$ cat config.mk
export PLATFORM = sky130hd
export DESIGN_NAME = control_unit_fsm_flat
export DESIGN_NICKNAME = d
export VERILOG_FILES = /design/src/rtl/control_unit_fsm_if.sv /design/src/rtl/control_unit_fsm.sv /design/src/flat_wrapper.sv
export SDC_FILE = /design/constraint.sdc
export NUM_CORES = 1
export LEC_CHECK = 0
export ABC_AREA = 0
export CELL_PAD_IN_SITES_DETAIL_PLACEMENT = 0
export CELL_PAD_IN_SITES_GLOBAL_PLACEMENT = 1
export CORE_AREA = 10 10 73 75
export DETAILED_ROUTE_END_ITERATION = 8
export DIE_AREA = 0 0 83 85
export PLACE_DENSITY = 0.81
export SYNTH_ARGS = -nofsm -noshare
export SYNTH_HDL_FRONTEND = slang
export SYNTH_SLANG_ARGS = --single-unit
export TNS_END_PERCENT = 50
$ cat constraint.sdc
create_clock -name clk -period 2.3 [get_ports clk]
set_clock_uncertainty 0.1 [all_clocks]
set_input_delay 0.46 -clock clk [delete_from_list [all_inputs] [get_ports clk]]
set_output_delay 0.46 -clock clk [all_outputs]
set_load 0.005 [all_outputs]
$ cat src/rtl/control_unit_fsm_if.sv
// Instruction/ALU/write-back bundle of the multi-cycle control unit.
// slave is the control unit; master is the instruction source/ALU side.
interface control_unit_fsm_if #(
    parameter int OPCODE_W = 3,
    parameter int CNT_W    = 16
);
    logic                instr_valid;
    logic [OPCODE_W-1:0] instr_opcode;
    logic                instr_ready;
    logic [OPCODE_W-1:0] alu_sel;
    logic                alu_start;
    logic                alu_done;
    logic                reg_we;
    logic                flag_we;
    logic                pc_inc;
    logic                err_illegal;
    logic                err_timeout;
    logic [CNT_W-1:0]    retired_cnt;

    modport master (
        output instr_valid, instr_opcode, alu_done,
        input  instr_ready, alu_sel, alu_start, reg_we, flag_we,
        input  pc_inc, err_illegal, err_timeout, retired_cnt
    );

    modport slave (
        input  instr_valid, instr_opcode, alu_done,
        output instr_ready, alu_sel, alu_start, reg_we, flag_we,
        output pc_inc, err_illegal, err_timeout, retired_cnt
    );
endinterface

$ cat src/rtl/control_unit_fsm.sv
// Multi-cycle control unit: DECODE/EXEC/WAIT/WB sequencing,
// multi-cycle ALU handshake with timeout, write-back steering.
module control_unit_fsm #(
    parameter int                      OPCODE_W = 3,
    parameter int                      NUM_OPS  = 8,
    parameter logic [2**OPCODE_W-1:0]  MC_MASK  = 8'b0110_0000,
    parameter int                      CMP_OP   = 7,
    parameter int                      TIMEOUT  = 16,
    parameter int                      CNT_W    = 16
) (
    input  logic                 clk,
    input  logic                 rst,
    control_unit_fsm_if.slave    bus
);
    localparam int WCW = $clog2(TIMEOUT + 1);
    localparam logic [WCW-1:0]      L_TO  = WCW'(TIMEOUT);
    localparam logic [OPCODE_W-1:0] L_CMP = OPCODE_W'(CMP_OP);
    localparam logic [OPCODE_W:0]   L_NUM = (OPCODE_W+1)'(NUM_OPS);

    typedef enum logic [2:0] {
        S_IDLE,
        S_DECODE,
        S_EXEC,
        S_WAIT,
        S_WB,
        S_ERR
    } state_t;

    state_t              r_state;
    state_t              w_next;
    logic [OPCODE_W-1:0] r_alu_sel;
    logic [WCW-1:0]      r_wait;
    logic [CNT_W-1:0]    r_cnt;
    logic                r_in_rst;
    logic                r_tmo;
    logic                w_accept;
    logic                w_illegal;
    logic                w_mc;
    logic                w_is_cmp;

    // Latched opcode doubles as the ALU select; it is taken on accept.
    assign w_illegal = ({1'b0, r_alu_sel} >= L_NUM);
    assign w_mc      = MC_MASK[r_alu_sel];
    assign w_is_cmp  = (r_alu_sel == L_CMP);
    assign w_accept  = (r_state == S_IDLE) && !r_in_rst
                     && bus.instr_valid;

    assign bus.alu_sel     = r_alu_sel;
    assign bus.retired_cnt = r_cnt;

    // State register.
    always_ff @(posedge clk) begin
        if (rst) begin
            r_state <= S_IDLE;
        end else begin
            r_state <= w_next;
        end
    end

    // Registered view of reset so ready stays low without an input path.
    always_ff @(posedge clk) begin
        r_in_rst <= rst;
    end

    // Next state and state-decoded strobes.
    always_comb begin
        w_next          = r_state;
        bus.instr_ready = 1'b0;
        bus.alu_start   = 1'b0;
        bus.reg_we      = 1'b0;
        bus.flag_we     = 1'b0;
        bus.pc_inc      = 1'b0;
        bus.err_illegal = 1'b0;
        bus.err_timeout = 1'b0;
        unique case (r_state)
            S_IDLE: begin
                bus.instr_ready = !r_in_rst;
                if (w_accept) begin
                    w_next = S_DECODE;
                end
            end
            S_DECODE: begin
                w_next = w_illegal ? S_ERR : S_EXEC;
            end
            S_EXEC: begin
                if (w_mc) begin
                    bus.alu_start = 1'b1;
                    w_next        = S_WAIT;
                end else begin
                    w_next = S_WB;
                end
            end
            S_WAIT: begin
                if (bus.alu_done) begin
                    w_next = S_WB;
                end else if (r_wait == L_TO) begin
                    w_next = S_ERR;
                end
            end
            S_WB: begin
                bus.pc_inc  = 1'b1;
                bus.reg_we  = !w_is_cmp;
                bus.flag_we = w_is_cmp;
                w_next      = S_IDLE;
            end
            S_ERR: begin
                bus.pc_inc      = 1'b1;
                bus.err_illegal = !r_tmo;
                bus.err_timeout = r_tmo;
                w_next          = S_IDLE;
            end
            default: begin
                w_next = S_IDLE;
            end
        endcase
    end

    // Opcode latch and error cause.
    always_ff @(posedge clk) begin
        if (rst) begin
            r_alu_sel <= '0;
            r_tmo     <= 1'b0;
        end else if (w_accept) begin
            r_alu_sel <= bus.instr_opcode;
            r_tmo     <= 1'b0;
        end else if (r_state == S_WAIT && w_next == S_ERR) begin
            r_tmo <= 1'b1;
        end
    end

    // WAIT cycle counter: 1 on the first WAIT cycle.
    always_ff @(posedge clk) begin
        if (rst) begin
            r_wait <= '0;
        end else if (r_state == S_EXEC) begin
            r_wait <= WCW'(1);
        end else if (r_state == S_WAIT) begin
            r_wait <= r_wait + WCW'(1);
        end else begin
            r_wait <= '0;
        end
    end

    // Retired-instruction counter, bumped once per WB.
    always_ff @(posedge clk) begin
        if (rst) begin
            r_cnt <= '0;
        end else if (r_state == S_WB) begin
            r_cnt <= r_cnt + CNT_W'(1);
        end
    end
endmodule

$ cat src/flat_wrapper.sv
// flat-port wrapper written by rule: the top's interface ports become plain ports
module control_unit_fsm_flat 
#(
    parameter int                      OPCODE_W = 3,
    parameter int                      NUM_OPS  = 8,
    parameter logic [2**OPCODE_W-1:0]  MC_MASK  = 8'b0110_0000,
    parameter int                      CMP_OP   = 7,
    parameter int                      TIMEOUT  = 16,
    parameter int                      CNT_W    = 16
)
  (clk, rst, bus_instr_valid, bus_instr_opcode, bus_alu_done, bus_instr_ready, bus_alu_sel, bus_alu_start, bus_reg_we, bus_flag_we, bus_pc_inc, bus_err_illegal, bus_err_timeout, bus_retired_cnt);
  control_unit_fsm_if #(.OPCODE_W(OPCODE_W), .CNT_W(CNT_W)) bus_i ();
  input  logic clk;
  input  logic rst;
  input wire logic [$bits(bus_i.instr_valid)-1:0] bus_instr_valid;
  input wire logic [$bits(bus_i.instr_opcode)-1:0] bus_instr_opcode;
  input wire logic [$bits(bus_i.alu_done)-1:0] bus_alu_done;
  output wire logic [$bits(bus_i.instr_ready)-1:0] bus_instr_ready;
  output wire logic [$bits(bus_i.alu_sel)-1:0] bus_alu_sel;
  output wire logic [$bits(bus_i.alu_start)-1:0] bus_alu_start;
  output wire logic [$bits(bus_i.reg_we)-1:0] bus_reg_we;
  output wire logic [$bits(bus_i.flag_we)-1:0] bus_flag_we;
  output wire logic [$bits(bus_i.pc_inc)-1:0] bus_pc_inc;
  output wire logic [$bits(bus_i.err_illegal)-1:0] bus_err_illegal;
  output wire logic [$bits(bus_i.err_timeout)-1:0] bus_err_timeout;
  output wire logic [$bits(bus_i.retired_cnt)-1:0] bus_retired_cnt;
  assign bus_i.instr_valid = bus_instr_valid;
  assign bus_i.instr_opcode = bus_instr_opcode;
  assign bus_i.alu_done = bus_alu_done;
  assign bus_instr_ready = bus_i.instr_ready;
  assign bus_alu_sel = bus_i.alu_sel;
  assign bus_alu_start = bus_i.alu_start;
  assign bus_reg_we = bus_i.reg_we;
  assign bus_flag_we = bus_i.flag_we;
  assign bus_pc_inc = bus_i.pc_inc;
  assign bus_err_illegal = bus_i.err_illegal;
  assign bus_err_timeout = bus_i.err_timeout;
  assign bus_retired_cnt = bus_i.retired_cnt;
  control_unit_fsm #(.OPCODE_W(OPCODE_W), .NUM_OPS(NUM_OPS), .MC_MASK(MC_MASK), .CMP_OP(CMP_OP), .TIMEOUT(TIMEOUT), .CNT_W(CNT_W)) u_core (.clk(clk), .rst(rst), .bus(bus_i));
endmodule
==> impl_metrics.yaml <==
cts:
  numCtsBuffers: 5
  clock-sinks: 30
  cts.clk_slew.worst_paths_ps: 70
  cts_tree: "done"
  root_buffer: "clkbuf_8"
  cts_hold_buf: 0
  clk_latency_ps: 280
  htree_levels: 2
  post-cts-setup-buffers: 0
  cts_max_path_buffers: 2
critical_path:
  startpoint: "u_core.r_state[1]"
  path_class: "register to output pin"
  slowest_stage: "clkdlybuf4s50_1"
  path_cells: "or2b_1, nor2b_1, clkdlybuf4s50_1"
  cp.depth: 3
  reg2reg_from: "u_core.r_state[0]"
  rrSetupSlack_ps: 500
  cp_top_family: "buffers and inverters"
  cp-end-kind: "output pin"
  crit_end: "bus_alu_start"
  path_buf_inv: 1
  path_max_fanout: 8
  required_ps: 1740
  startpoint_type: "register"
  reg2reg_depth: 4
  r2r_end: "u_core.bus.retired_cnt[15]"
  cp_slowest_stage_delay_ps: 520
  cp.arrival_ps: 1600
placement:
  dp_hpwl_mm: 2.38
  gp_congestion: 0.790
  io_buffers: 32
finish:
  final_common_cell: "clkdlybuf4s50_1"
  nNetsFinal: 205
  finish.utilization_pct: 47.9
  final_cell_mix: "clkdlybuf4s50_1, dfxtp_1, nor2_1"
  n_fill_cell: 394
  area_delta_synth_final_pct: 36.6
  drive_gt1_share_pct: 11.2
  antenna_cells: 0
floorplanning:
  dieArea_mm2: 0.00706
  initial_core_util_pct: 35.1
  fp.dieW_um: 83
  core-area_mm2: 0.00391
  row_count: 23
  die_h_um: 85
  pin_count: 33
outcome:
  status: "completed"
yosys:
  syn-mean-instance-area_um2: 8.63
  netlist_top_cells_area: "dfxtp_1, nor2_1, xnor2_1"
  synth_edf_count: 0
  ys_warn_count: 0
  synth-main-ff-cell: "dfxtp_1"
  synth.distinct_cells: 37
  synth_area_mm2: 0.00137
  async_reset_ff_share_pct: 0
  syn_inst: 159
  syn-num-nets: 169
  yosys.area.top_type: "dfxtp_1"
  yosysTopAreaCellShare_pct: 43.8
  ys_seq_area_share_pct: 43.8
  ys_ff_latch: 30
global_route:
  global_route.usage.total_pct: 9.59
  grt-ovfl-total: 0
  grt_pass1_vias: 1239
  grt_max_degree: 20
  antenna_found_initial: 0
  grt_pass1_wl_mm: 5.72
power:
  pwr-share-comb_pct: 5.8
  switching_share_pct: 22.7
  internal_power_mw: 0.798
  leakagePower_nw: 0.681
  peakVddDrop_v: 0.000250
  cellPowerDensity_mw_per_mm2: 551
  clock_power_share_pct: 42.3
  seqPwrFrac_pct: 51.9
  p_switching_mw: 0.234
detailed_routing:
  avgRoutedWirePerCell_um: 13.4
  first_iter_violations: 30
  via_count: 1227
  dr.pass1.iters: 5
  antenna_left: 0
  vias_per_cell: 4.99
  post-route-drc-count: 0
  totalWireLength_mm: 3.30
sta:
  totalNegativeSetupSlack_ps: 0
  finalMaxSlewViolations: 0
  max_slew_margin_pct: 79.1
  setup_violations: 0
  fmax_mhz: 464
  min_period_ps: 2160
  fin_crit_sh_pct: 93.7
  whs_ps: 383
  finalHoldViolations: 0
  rsz0062_at_grt: "false"
  worst_pin_slew_ps: 311
flow_run:
  maxCapViolCount: 0
hold_path:
  hold_path.class: "register to register"
[cell families after synthesis]
kind of cell	Yosys count	synth area share, %
simple gates	76	29.8
buf+inv	12	4.10
xor+xnor	16	10.2
mux	1	0.729
fa+ha+maj	3	2.74
flops	30	43.8
compound gates	21	8.66
[sequential cells by signal, indices dropped and copies added (netlist names)]
signal and count:
u_core.bus.retired_cnt 16, u_core.bus.alu_sel 3, u_core.r_wait 5, u_core.r_in_rst 1, u_core.r_tmo 1, u_core.w_mc 1, u_core.r_state 3
[area by class of cell]
class / count / area [µm²] / share of cell area [%]
Clock inverter: 1 / 5.00 / 0.267
Timing Repair Buffer: 36 / 355 / 19.0
Clock buffer: 7 / 86.3 / 4.61
Tap cell: 50 / 62.6 / 3.34
Sequential cell: 30 / 607 / 32.4
Inverter: 5 / 18.8 / 1.00
Multi-Input combinational cell: 117 / 739 / 39.5
[worst register-to-register path, stage by stage, from the launching register on]
cell and delay [ps]:
dfxtp_2 410, or2_1 330, or2_4 290, or4_1 470
a21oi_1 140
[stage by stage]
| stage | std cells | cell area, µm² | worst slack (ps) | total power, mW |
|---|---|---|---|---|
| finish | 246 | 1870 | 145 | 1.03 |
| global route | 246 | 1870 | 14.1 | 1.08 |
| CTS | 246 | 1840 | 5.32 | 1.05 |
| detailed placement | 238 | 1750 | 223 | 0.604 |
| global placement | 238 | 1750 | 273 | 0.603 |
| floorplan | 159 | 1370 | 593 | 0.573 |
[timing repair]
item / 4_1_cts / 5_1_grt
endpoints found under the setup margin: 2 / 4
hold endpoints to repair: 0 / 0
gates resized for setup: 3 / 8
cloned: 0 / 0
[synth_stat cells, types with 2 or more instances]
| master | instances |
|---|---|
| nor4_1 | 3 |
| buf_2 | 3 |
| xor2_1 | 8 |
| o21ai_0 | 5 |
| and3_1 | 5 |
| nor2_1 | 20 |
| nand3_1 | 11 |
| nor3_1 | 2 |
| inv_1 | 5 |
| a21oi_1 | 10 |
| a211oi_1 | 3 |
| nand2_1 | 11 |
| ha_1 | 3 |
| nand4_1 | 6 |
| xnor2_1 | 8 |
| clkbuf_1 | 3 |
| dfxtp_1 | 30 |
| nor2b_1 | 4 |
[power by group through the flow]
stage	Sequential, mW	Clock, mW	Combinational, mW
2_1_floorplan	0.543	0	0.0305
3_3_place_gp	0.545	0	0.0582
3_5_place_dp	0.545	0	0.0590
4_1_cts	0.534	0.453	0.0595
5_1_grt	0.536	0.482	0.0667
6_report	0.535	0.437	0.0600
[per-layer routing]
layer | track usage (%) | vias up | wire (µm)
met1 | 9.67 | 578 | 1340
met4 | 3.25 | 0 | 45
li1 | - | 619 | -
met5 | 0 | - | 0
met3 | 5.35 | 6 | 250
met2 | 16.4 | 24 | 1660
[worst min path at each step]
| stage | start | end | slack [ps] | cells past startpoint |
|---|---|---|---|---|
| 3_5_place_dp | u_core.r_tmo | u_core.r_tmo | 370 | 1 |
| 6_report | u_core.bus.retired_cnt[15] | u_core.bus.retired_cnt[15] | 380 | 2 |
| 3_3_place_gp | u_core.bus.retired_cnt[15] | u_core.bus.retired_cnt[15] | 360 | 2 |
| 2_1_floorplan | u_core.r_tmo | u_core.r_tmo | 360 | 1 |
| 4_1_cts | u_core.bus.retired_cnt[15] | u_core.bus.retired_cnt[15] | 390 | 2 |
| 5_1_grt | u_core.bus.retired_cnt[15] | u_core.bus.retired_cnt[15] | 410 | 2 |
(Power assumes the default switching activity.)
